==> config.mk <==
export PLATFORM = sky130hd
export DESIGN_NAME = pipeline_stage_reg
export DESIGN_NICKNAME = d
export VERILOG_FILES = /design/src/rtl/pipe_pkg.sv /design/src/rtl/pipe_skid_buf.sv /design/src/rtl/pipeline_stage_reg.sv
export SDC_FILE = /design/constraint.sdc
export NUM_CORES = 1
export LEC_CHECK = 0
export CAP_MARGIN = 20
export CELL_PAD_IN_SITES_DETAIL_PLACEMENT = 0
export CELL_PAD_IN_SITES_GLOBAL_PLACEMENT = 1
export CORE_MARGIN = 8
export CORE_UTILIZATION = 28
export CTS_CLUSTER_DIAMETER = 120
export DETAILED_ROUTE_END_ITERATION = 8
export PLACE_DENSITY = 0.88
export SYNTH_ARGS = -nofsm -noshare
export SYNTH_HDL_FRONTEND = slang
export SYNTH_SLANG_ARGS = --single-unit
export TNS_END_PERCENT = 10
==> constraint.sdc <==
create_clock -name clk -period 5.1 [get_ports clk]
set_clock_uncertainty 0.05 [all_clocks]
set_input_delay 0.765 -clock clk [delete_from_list [all_inputs] [get_ports clk]]
set_output_delay 0.765 -clock clk [all_outputs]
set_load 0.02 [all_outputs]
==> src/rtl/pipe_pkg.sv <==
// pipe_pkg: stage register states plus the RV32E per-stage payload structs and their kill masks.
package pipe_pkg;

    typedef enum logic [1:0] {EMPTY, FULL, SKID} stage_state_e;

    typedef struct packed {
        logic [31:0] pc;
        logic [31:0] instr;
    } if_id_t;

    typedef struct packed {
        logic [31:0] pc;
        logic [31:0] rs1_val;
        logic [31:0] rs2_val;
        logic [31:0] imm;
        logic [3:0]  rd;
        logic [3:0]  alu_op;
        logic [2:0]  funct3;
        logic        mem_re;
        logic        mem_we;
        logic        regfile_we;
        logic        is_branch;
        logic        is_jump;
    } id_ex_t;

    typedef struct packed {
        logic [31:0] alu_result;
        logic [31:0] mem_data;
        logic [3:0]  rd;
        logic        regfile_we;
    } memex_wb_t;

    // Fetch carries no side effects, so nothing needs clearing on a squash.
    localparam logic [$bits(if_id_t)-1:0]    IF_ID_KILL_MASK    = '0;
    // mem_re, mem_we, regfile_we, is_branch and is_jump occupy the low five bits.
    localparam logic [$bits(id_ex_t)-1:0]    ID_EX_KILL_MASK    = 144'h1F;
    localparam logic [$bits(memex_wb_t)-1:0] MEMEX_WB_KILL_MASK = 69'h1;

endpackage

==> src/rtl/pipe_skid_buf.sv <==
// pipe_skid_buf: one-entry data+kill store that catches the entry accepted as out_ready falls.
module pipe_skid_buf #(
    parameter int                DATA_W    = 32,
    parameter logic [DATA_W-1:0] RESET_VAL = '0
) (
    input  logic              clk,
    input  logic              rst,
    input  logic              load,
    input  logic              in_kill,
    input  logic [DATA_W-1:0] in_data,
    output logic              kill,
    output logic [DATA_W-1:0] data
);

    always_ff @(posedge clk) begin
        if (rst) begin
            kill <= 1'b0;
            data <= RESET_VAL;
        end else if (load) begin
            kill <= in_kill;
            data <= in_data;
        end
    end

endmodule

==> src/rtl/pipeline_stage_reg.sv <==
// pipeline_stage_reg: valid/ready pipeline register with stall, flush and squash-as-bubble.
// Define PIPE_SKID_EN for a registered in_ready backed by a one-entry skid buffer.
module pipeline_stage_reg
    import pipe_pkg::*;
#(
    parameter int                DATA_W    = 32*4+16,
    parameter logic [DATA_W-1:0] KILL_MASK = '0,
    parameter logic [DATA_W-1:0] RESET_VAL = '0
) (
    input  logic              clk,
    input  logic              rst,
    input  logic              flush,
    input  logic              in_valid,
    output logic              in_ready,
    input  logic              in_kill,
    input  logic [DATA_W-1:0] in_data,
    output logic              out_valid,
    input  logic              out_ready,
    output logic              out_killed,
    output logic [DATA_W-1:0] out_data
);

    stage_state_e      state, state_nx;
    logic              main_kill, skid_kill;
    logic [DATA_W-1:0] main_data, skid_data;
    logic              in_xfer, load_main, load_skid, skid_to_main;

    assign in_xfer      = in_valid && in_ready && !flush;
    assign load_main    = in_xfer && (state == EMPTY || (state == FULL && out_ready));
    assign load_skid    = in_xfer && state == FULL && !out_ready;
    assign skid_to_main = state == SKID && out_ready;

`ifdef PIPE_SKID_EN
    pipe_skid_buf #(
        .DATA_W    (DATA_W),
        .RESET_VAL (RESET_VAL)
    ) u_skid (
        .clk     (clk),
        .rst     (rst),
        .load    (load_skid),
        .in_kill (in_kill),
        .in_data (in_data),
        .kill    (skid_kill),
        .data    (skid_data)
    );
`else
    assign skid_kill = 1'b0;
    assign skid_data = '0;
`endif

    always_ff @(posedge clk) begin
        if (rst)
            state <= EMPTY;
        else
            state <= state_nx;
    end

    always_comb begin
        state_nx = state;
        if (flush)
            state_nx = EMPTY;
        else
            case (state)
                EMPTY:   state_nx = in_xfer ? FULL : EMPTY;
                FULL:    state_nx = load_skid ? SKID : (out_ready && !in_xfer) ? EMPTY : FULL;
                SKID:    state_nx = out_ready ? FULL : SKID;
                default: state_nx = EMPTY;
            endcase
    end

    always_comb begin
        out_valid = state != EMPTY;
`ifdef PIPE_SKID_EN
        in_ready  = state != SKID;
`else
        in_ready  = state == EMPTY || out_ready;
`endif
    end

    always_ff @(posedge clk) begin
        if (rst) begin
            main_kill <= 1'b0;
            main_data <= RESET_VAL;
        end else if (load_main) begin
            main_kill <= in_kill;
            main_data <= in_data;
        end else if (skid_to_main) begin
            main_kill <= skid_kill;
            main_data <= skid_data;
        end
    end

    // Masking is applied on the way out so write enables cannot leak from an empty or killed slot.
    assign out_killed = out_valid && main_kill;
    assign out_data   = (out_valid && !main_kill) ? main_data : main_data & ~KILL_MASK;

endmodule

**Yosys cells after proc, flatten, opt, wreduce, memory -nomap -nowiden**

Cells that the tools add are included.

- Bits of input ports: 150
- Output and inout bits: 147
- Logic and storage cells: 32
- Bits in registers: 147

- Mux-type cells: 9
- Equality and inequality tests: 2
- Reductions and logical operators: 18

Operator list:

| cell | number |
|---|---|
| $mux W144 | 2 |
| $logic_and A1 B1 Y1 | 9 |
| $pmux W2 S3 | 1 |
| $mux W1 | 4 |
| $mux W2 | 2 |
| $reduce_bool A2 Y1 | 2 |
| $logic_not A1 Y1 | 3 |
| $eq A2 B1 Y1 const B | 1 |
| $eq A2 B2 Y1 const B | 1 |
| $logic_not A2 Y1 | 1 |
| $logic_or A1 B1 Y1 | 2 |
| $reduce_or A2 Y1 | 1 |

**Logic depth before layout (Yosys ltp)**

Gate-level depths: netlist of the first run.

- Word-level depth: 9
- Mapped depth: 6
- Gate-level depth less buffers: 3

**Worst setup path before layout of the first run**

Ideal clock, no wire load.

- Path kind: in2reg
- From: in flush
- To: reg main_data[100], in the netlist out_data[100]
- Path buffers: 3
- Path slack: 2.898 ns
- Arrival time: 2.035 ns
- Stages: 6
- Setup time: 0.117 ns
- Required time: 4.933 ns
- Cell sequence: or4b_1 and4b_1 buf_4 buf_6 buf_6 a22o_1

- Cells in the longest elaborated chain, start to end: 4
- Elaborated cells on any way between the ends: 5
- Those cells by class: 1 x mux; 4 x reduce/logical

RTL lines:

| element | line | RTL |
|---|---|---|
| from (decl) | pipeline_stage_reg.sv:12 | `input logic flush,` |
| $logic_not A1 Y1 (*) | pipeline_stage_reg.sv:28 | `assign in_xfer = in_valid && in_ready && !flush;` |
| $logic_and A1 B1 Y1 (*) | pipeline_stage_reg.sv:28 |  |
| $logic_and A1 B1 Y1 (*) | pipeline_stage_reg.sv:29 | `assign load_main = in_xfer && (state == EMPTY \|\| (state == FULL && out_ready));` |
| $mux W144 or $reduce_bool A2 Y1 (tied branches) | - |  |
| to (signal assigned) | pipeline_stage_reg.sv:86 | `main_data <= in_data;` |
| to (signal assigned) | pipeline_stage_reg.sv:89 | `main_data <= skid_data;` |
| to (decl) | pipeline_stage_reg.sv:25 | `logic [DATA_W-1:0] main_data, skid_data;` |

Mark *: on every way between the ends. The rest lies on a longest branch, timed or not.
A chain may end at the register's enable or synchronous reset.

**Final worst setup path of the first run**

- From: in out_ready
- To: reg main_data[87], in the netlist out_data[87]

- Cells in the longest elaborated chain, start to end: 5
- Elaborated cells on any way between the ends: 9
- Those cells by class: 1 x mux; 8 x reduce/logical

RTL lines:

| element | line | RTL |
|---|---|---|
| from (decl) | pipeline_stage_reg.sv:18 | `input logic out_ready,` |
| $logic_or A1 B1 Y1 | pipeline_stage_reg.sv:76 | `in_ready = state == EMPTY \|\| out_ready;` |
| $logic_and A1 B1 Y1 (2 in series) | pipeline_stage_reg.sv:28 |  |
| $logic_and A1 B1 Y1 | pipeline_stage_reg.sv:29 |  |
| $mux W144 or $reduce_bool A2 Y1 (tied branches) | - |  |

Several ways; a longest one is shown, not always the timed one.

==> impl_metrics.tcl, run 1 <==
set metrics [dict create \
    pin_count 297 \
    synth_cell_types 18 \
    wl_mm 16.0 \
    async_reset_ff_frac 0 \
    crit_path_start_kind "input port" \
    start_util 0.285 \
    max_freq_ghz 0.324 \
    seq_area_um2 2940 \
    status "complete, no violations" \
    diodes 0 \
    die_area_um2 20400 \
    fin_crit_ns 3.08 \
    cts-buffers-inserted 17 \
    critPathMaxFanout 77 \
    drive_above_1_share 0.0565 \
    synth.top_cell.area_share 0.655 \
    cts_setup_buffers 0 \
    dp_hpwl_mm 12.1 \
    tightest_slew_ns 0.937 \
    cts.sinks 147 \
    portBuffers 296 \
    num_rows 46 \
    cts-resized-gates 0 \
    cp.required_ns 5.39 \
    ir_drop_v 0.000219 \
    track_usage 0.153 \
    hp-start "out_data[77]" \
    die_x_um 143 \
    syn_area_um2 4490 \
    synth_top_area_cell "dfxtp_1" \
    cts_tree "done" \
    synth_area_per_cell_um2 13.3 \
    clk_path_buf_depth 2 \
    netlist_instances 338 \
    drt_iter0_markers 144 \
    synth_ff_type "dfxtp_1" \
    synth_enable_flop_cells 0 \
    synthTopCellsByArea "dfxtp_1, a22o_1, buf_6" \
    fin_crit_sh 0.605 \
    antenna_found_initial 0 \
    p_leak_nw 3.15 \
    drcViolationCount 0 \
    h-tree-depth 4 \
    maxSlewHeadroom 0.375 \
    startpoint "out_ready" \
    dpl_worst_slack_ns 1.60 \
    setup_ws_ns 2.02 \
    gp_congestion 0.811 \
    yosysMostFrequentCell "dfxtp_1" \
    synth_warnings 0 \
    first_pass_iters 4 \
    arrival_ns 3.38 \
    wire_per_inst_um 18.7 \
    vias 4030 \
    hold_violations 0 \
    n_fill_cell 1389 \
    nNetsFinal 774 \
    r2r_start "state[1]" \
    viasPerCell 4.72 \
    cellPowerDensity_nw_per_um2 358 \
    maxCapViolations 0 \
    grt_pass1_vias 4326 \
    grt_setup_unrepaired "false" \
    ys_ff_latch 147 \
    finalMaxSlewViolations 0 \
    hold_path.class "register to register" \
    clk_latency_ns 0.40 \
    cts_root_buf "clkbuf_16" \
    clkTransAtPathRegs_ns 0.06 \
    synth_fp_nets 488 \
    setup_tns_ns 0 \
    path_class "input port to register" \
    grt_pass1_wl_mm 24.1 \
    ctsHoldBuffers 0 \
    endpoint_kind "register" \
    yosysSeqAreaShare 0.655 \
    multi_input_area_um2 1380 \
    setup_violations 0 \
    fp.coreArea_um2 15800 \
    layout.cells.non_filler 853 \
    area_growth_pct 82.7 \
    grt_max_degree 78 \
    ant_nets 0 \
    ys_top_cells_by_count "dfxtp_1, a22o_1, clkbuf_1, buf_2, buf_6" \
    die_h_um 143 \
    gr-total-overflow 0 \
    dpl.cell_count 821 \
]
[final timing paths]
check             cells after the start           end  slack (ns)
setup / recovery                      5  out_data[87]        2.02
hold / removal                        1  out_data[77]        0.42
setup reg to reg                      4  out_data[87]        2.53
hold reg to reg                       1  out_data[77]        0.42
[kinds of logic (layout without fill, tap and decap cells)]
kind of cell | after synthesis | in the layout | synth area share
simple gates | 12 | 12 | 0.0198
compound gates | 147 | 147 | 0.286
buf+inv | 32 | 331 | 0.0393
flops | 147 | 147 | 0.655
[cells in the final DEF (no fill, tap or decap), types with 2 or more instances in the layout]
cell type        count
nand2b_1             3
clkinvlp_4           2
clkinv_2             2
dfxtp_1            147
clkinv_4             3
bufinv_16            4
clkdlybuf4s50_1    296
buf_4                3
a22o_1             145
clkbuf_1             2
clkbuf_16           17
[where the power goes]
part / internal [W] / switching (W)
Clock: 0.000834 / 0.000475
Combinational: 0.000227 / 0.000167
Sequential: 0.00120 / 0.0000302
Total: 0.00227 / 0.000673
[area by class of cell]
| class | instances | share of cell area |
|---|---|---|
| Clock buffer | 20 | 0.0544 |
| Clock inverter | 12 | 0.0219 |
| Multi-Input combinational cell | 159 | 0.169 |
| Sequential cell | 147 | 0.358 |
| Tap cell | 216 | 0.0329 |
| Timing Repair Buffer | 299 | 0.364 |
[per-layer routing]
metal,up-vias,part of all wire,global-route usage
met1,1930,0.39,0.155
met3,19,0.11,0.0815
met2,205,0.48,0.258
met4,0,0.022,0.0615
met5,-,0,0
li1,1876,-,-
[worst max-delay path: stages]
cell	delay, ns
clkdlybuf4s50_1	0.50
or4bb_1	0.22
and4b_4	0.85
buf_4	0.70
a22o_1	0.26
[state kept, by name, indices dropped and copies added (netlist names)]
register   cells
main_kill      1
out_data     144
state          2
[stage by stage]
stage	hold WS, ns	power, W	utilization	cell area [um^2]
6_report	0.425	0.00294	0.521	8210
5_1_grt	0.436	0.00306	0.521	8210
4_1_cts	0.430	0.00298	0.521	8210
3_5_place_dp	0.413	0.00166	0.481	7580
3_3_place_gp	0.410	0.00165	0.481	7580
2_1_floorplan	0.391	0.00141	-	4490
Note: power is estimated with default switching activity, not from simulation.
==> inputs of run 2 (changes only) <==
--- a/config.mk
+++ b/config.mk
@@ -9,10 +9,10 @@
 export CELL_PAD_IN_SITES_DETAIL_PLACEMENT = 0
 export CELL_PAD_IN_SITES_GLOBAL_PLACEMENT = 1
 export CORE_MARGIN = 8
-export CORE_UTILIZATION = 28
+export CORE_UTILIZATION = 26
 export CTS_CLUSTER_DIAMETER = 120
 export DETAILED_ROUTE_END_ITERATION = 8
-export PLACE_DENSITY = 0.88
+export PLACE_DENSITY = 0.83
 export SYNTH_ARGS = -nofsm -noshare
 export SYNTH_HDL_FRONTEND = slang
 export SYNTH_SLANG_ARGS = --single-unit
==> constraint.sdc (replaced) <==
create_clock -name clk -period 3.05 [get_ports clk]
set_clock_uncertainty 0.05 [all_clocks]
set_input_delay 0.4575 -clock clk [delete_from_list [all_inputs] [get_ports clk]]
set_output_delay 0.4575 -clock clk [all_outputs]
set_load 0.02 [all_outputs]
==> run 2 against run 1 <==
  * Flip-flop and latch count unchanged
  * Global-route usage fell by 0.59 points
  * Worst hold slack improved by 0.00064 ns
  * Combinational power up 69%
  * Cell count is 1.1% higher
  * Register-to-register slack worse by 1.5 ns
  * Critical path depth fell by 2
  * Routed wire length increased by 1.4%
  * Largest power group unchanged
  * Highest routed layer unchanged
==> impl_metrics.tcl, run 2 (synthesis gave the netlist of run 1 again) <==
set metrics [dict create \
    status "complete, no violations" \
    diodes 0 \
    met1_usage 0.165 \
    cts-buffers-inserted 17 \
    ant_nets 0 \
    finalMaxSlewViolations 0 \
    portBuffers 296 \
    cts-resized-gates 0 \
    layout.cells.non_filler 862 \
    mostFrequentLayoutCells "clkdlybuf4s50_1, dfxtp_1, a22o_1" \
    ir_drop_v 0.000567 \
    pin_count 297 \
    cts_setup_buffers 0 \
    critPathMaxFanout 7 \
    dp_hpwl_mm 12.1 \
    setup_violations 0 \
    num_rows 48 \
    grtUsageMet2 0.233 \
    cts.sinks 147 \
    setup_tns_ns 0 \
    tightest_slew_ns 0.688 \
    path_class "register to primary output" \
    cts_root_buf "clkbuf_16" \
    nNetsFinal 774 \
    clk_path_buf_depth 2 \
    antenna_found_initial 0 \
    rrSetupSlack_ns 1.05 \
    fp.coreArea_um2 17100 \
    p_leak_nw 3.16 \
    gp_congestion 0.786 \
    dpl.cell_count 830 \
    ctsHoldBuffers 0 \
    first_pass_iters 4 \
    die_h_um 147 \
    hold_slack_ns 0.426 \
    grt_max_degree 145 \
    clkTransAtPathRegs_ns 0.06 \
    grt_pass1_wl_mm 25.1 \
    gr-total-overflow 0 \
    hold_violations 0 \
    cts_tree "done" \
    die_area_um2 21700 \
    fin_crit_sh 0.759 \
    busiest_layer "met2" \
    crit_path_start_kind "register" \
    arrival_ns 1.81 \
    cp.required_ns 2.54 \
    wire_per_inst_um 18.8 \
    layout_commonest_cell "clkdlybuf4s50_1" \
    maxCapViolations 0 \
    endpoint_kind "primary output" \
    drive_above_1_share 0.0597 \
    maxSlewHeadroom 0.541 \
    use_met3 0.0731 \
    drt_iter0_markers 192 \
    die_x_um 147 \
    cellPowerDensity_nw_per_um2 604 \
    hold_path.class "register to register" \
    max_freq_ghz 0.432 \
    h-tree-depth 4 \
    wl_mm 16.2 \
    fin_crit_ns 2.31 \
    largest_reg_flops 144 \
    viasPerCell 4.69 \
    grt_setup_unrepaired "false" \
    start_util 0.262 \
    p_total_w 0.00500 \
    grt_pass1_vias 4316 \
    track_usage 0.147 \
    clk_latency_ns 0.41 \
    vias 4040 \
    area_growth_pct 84.3 \
    drcViolationCount 0 \
]
==> run 2: changes by cell type in the layout (fill, tap and decap cells not counted), sizes merged <==
cell      before  now
clkbuf        20   19
clkinvlp       2    4
inv            1    3
clkinv         5    2
==> run 2: cell type report <==
cell class	count	area (um^2)
fillers	1510	8840
repair buffers	299	3020
well taps	225	282
multi-input cells	159	1380
flip-flops and latches	147	2940
clock inverters	13	196
clock buffers	19	453
==> run 2: through the flow <==
step	instance area (um^2)	utilization	setup slack, ns
floorplan	4490	-	1.16
global placement	7630	0.446	0.591
detailed placement	7630	0.446	0.541
CTS	8280	0.484	0.704
global route	8280	0.484	0.655
finish	8280	0.484	0.736
==> run 2: where the power goes <==
group,internal (W),switching [W]
Clock,0.00143,0.000843
Sequential,0.00201,0.0000510
Combinational,0.000385,0.000282
==> run 2: worst paths after layout <==
check	from	to	cells past startpoint
max	state[1]	out_killed	3
min reg2reg	out_data[21]	out_data[21]	1
min	out_data[21]	out_data[21]	1
max reg2reg	state[1]	out_data[116]	4
==> run 2: metal layers <==
layer | share of wire | up-vias
li1 | - | 1880
met1 | 0.41 | 1922
met2 | 0.46 | 220
met3 | 0.11 | 18
met4 | 0.019 | 0
met5 | 0 | -
==> run 2: critical path, stage by stage (launching register included) <==
cell and delay [ns]:
dfxtp_1 0.36, or2_2 0.32, and2_1 0.17, clkdlybuf4s50_1 0.55
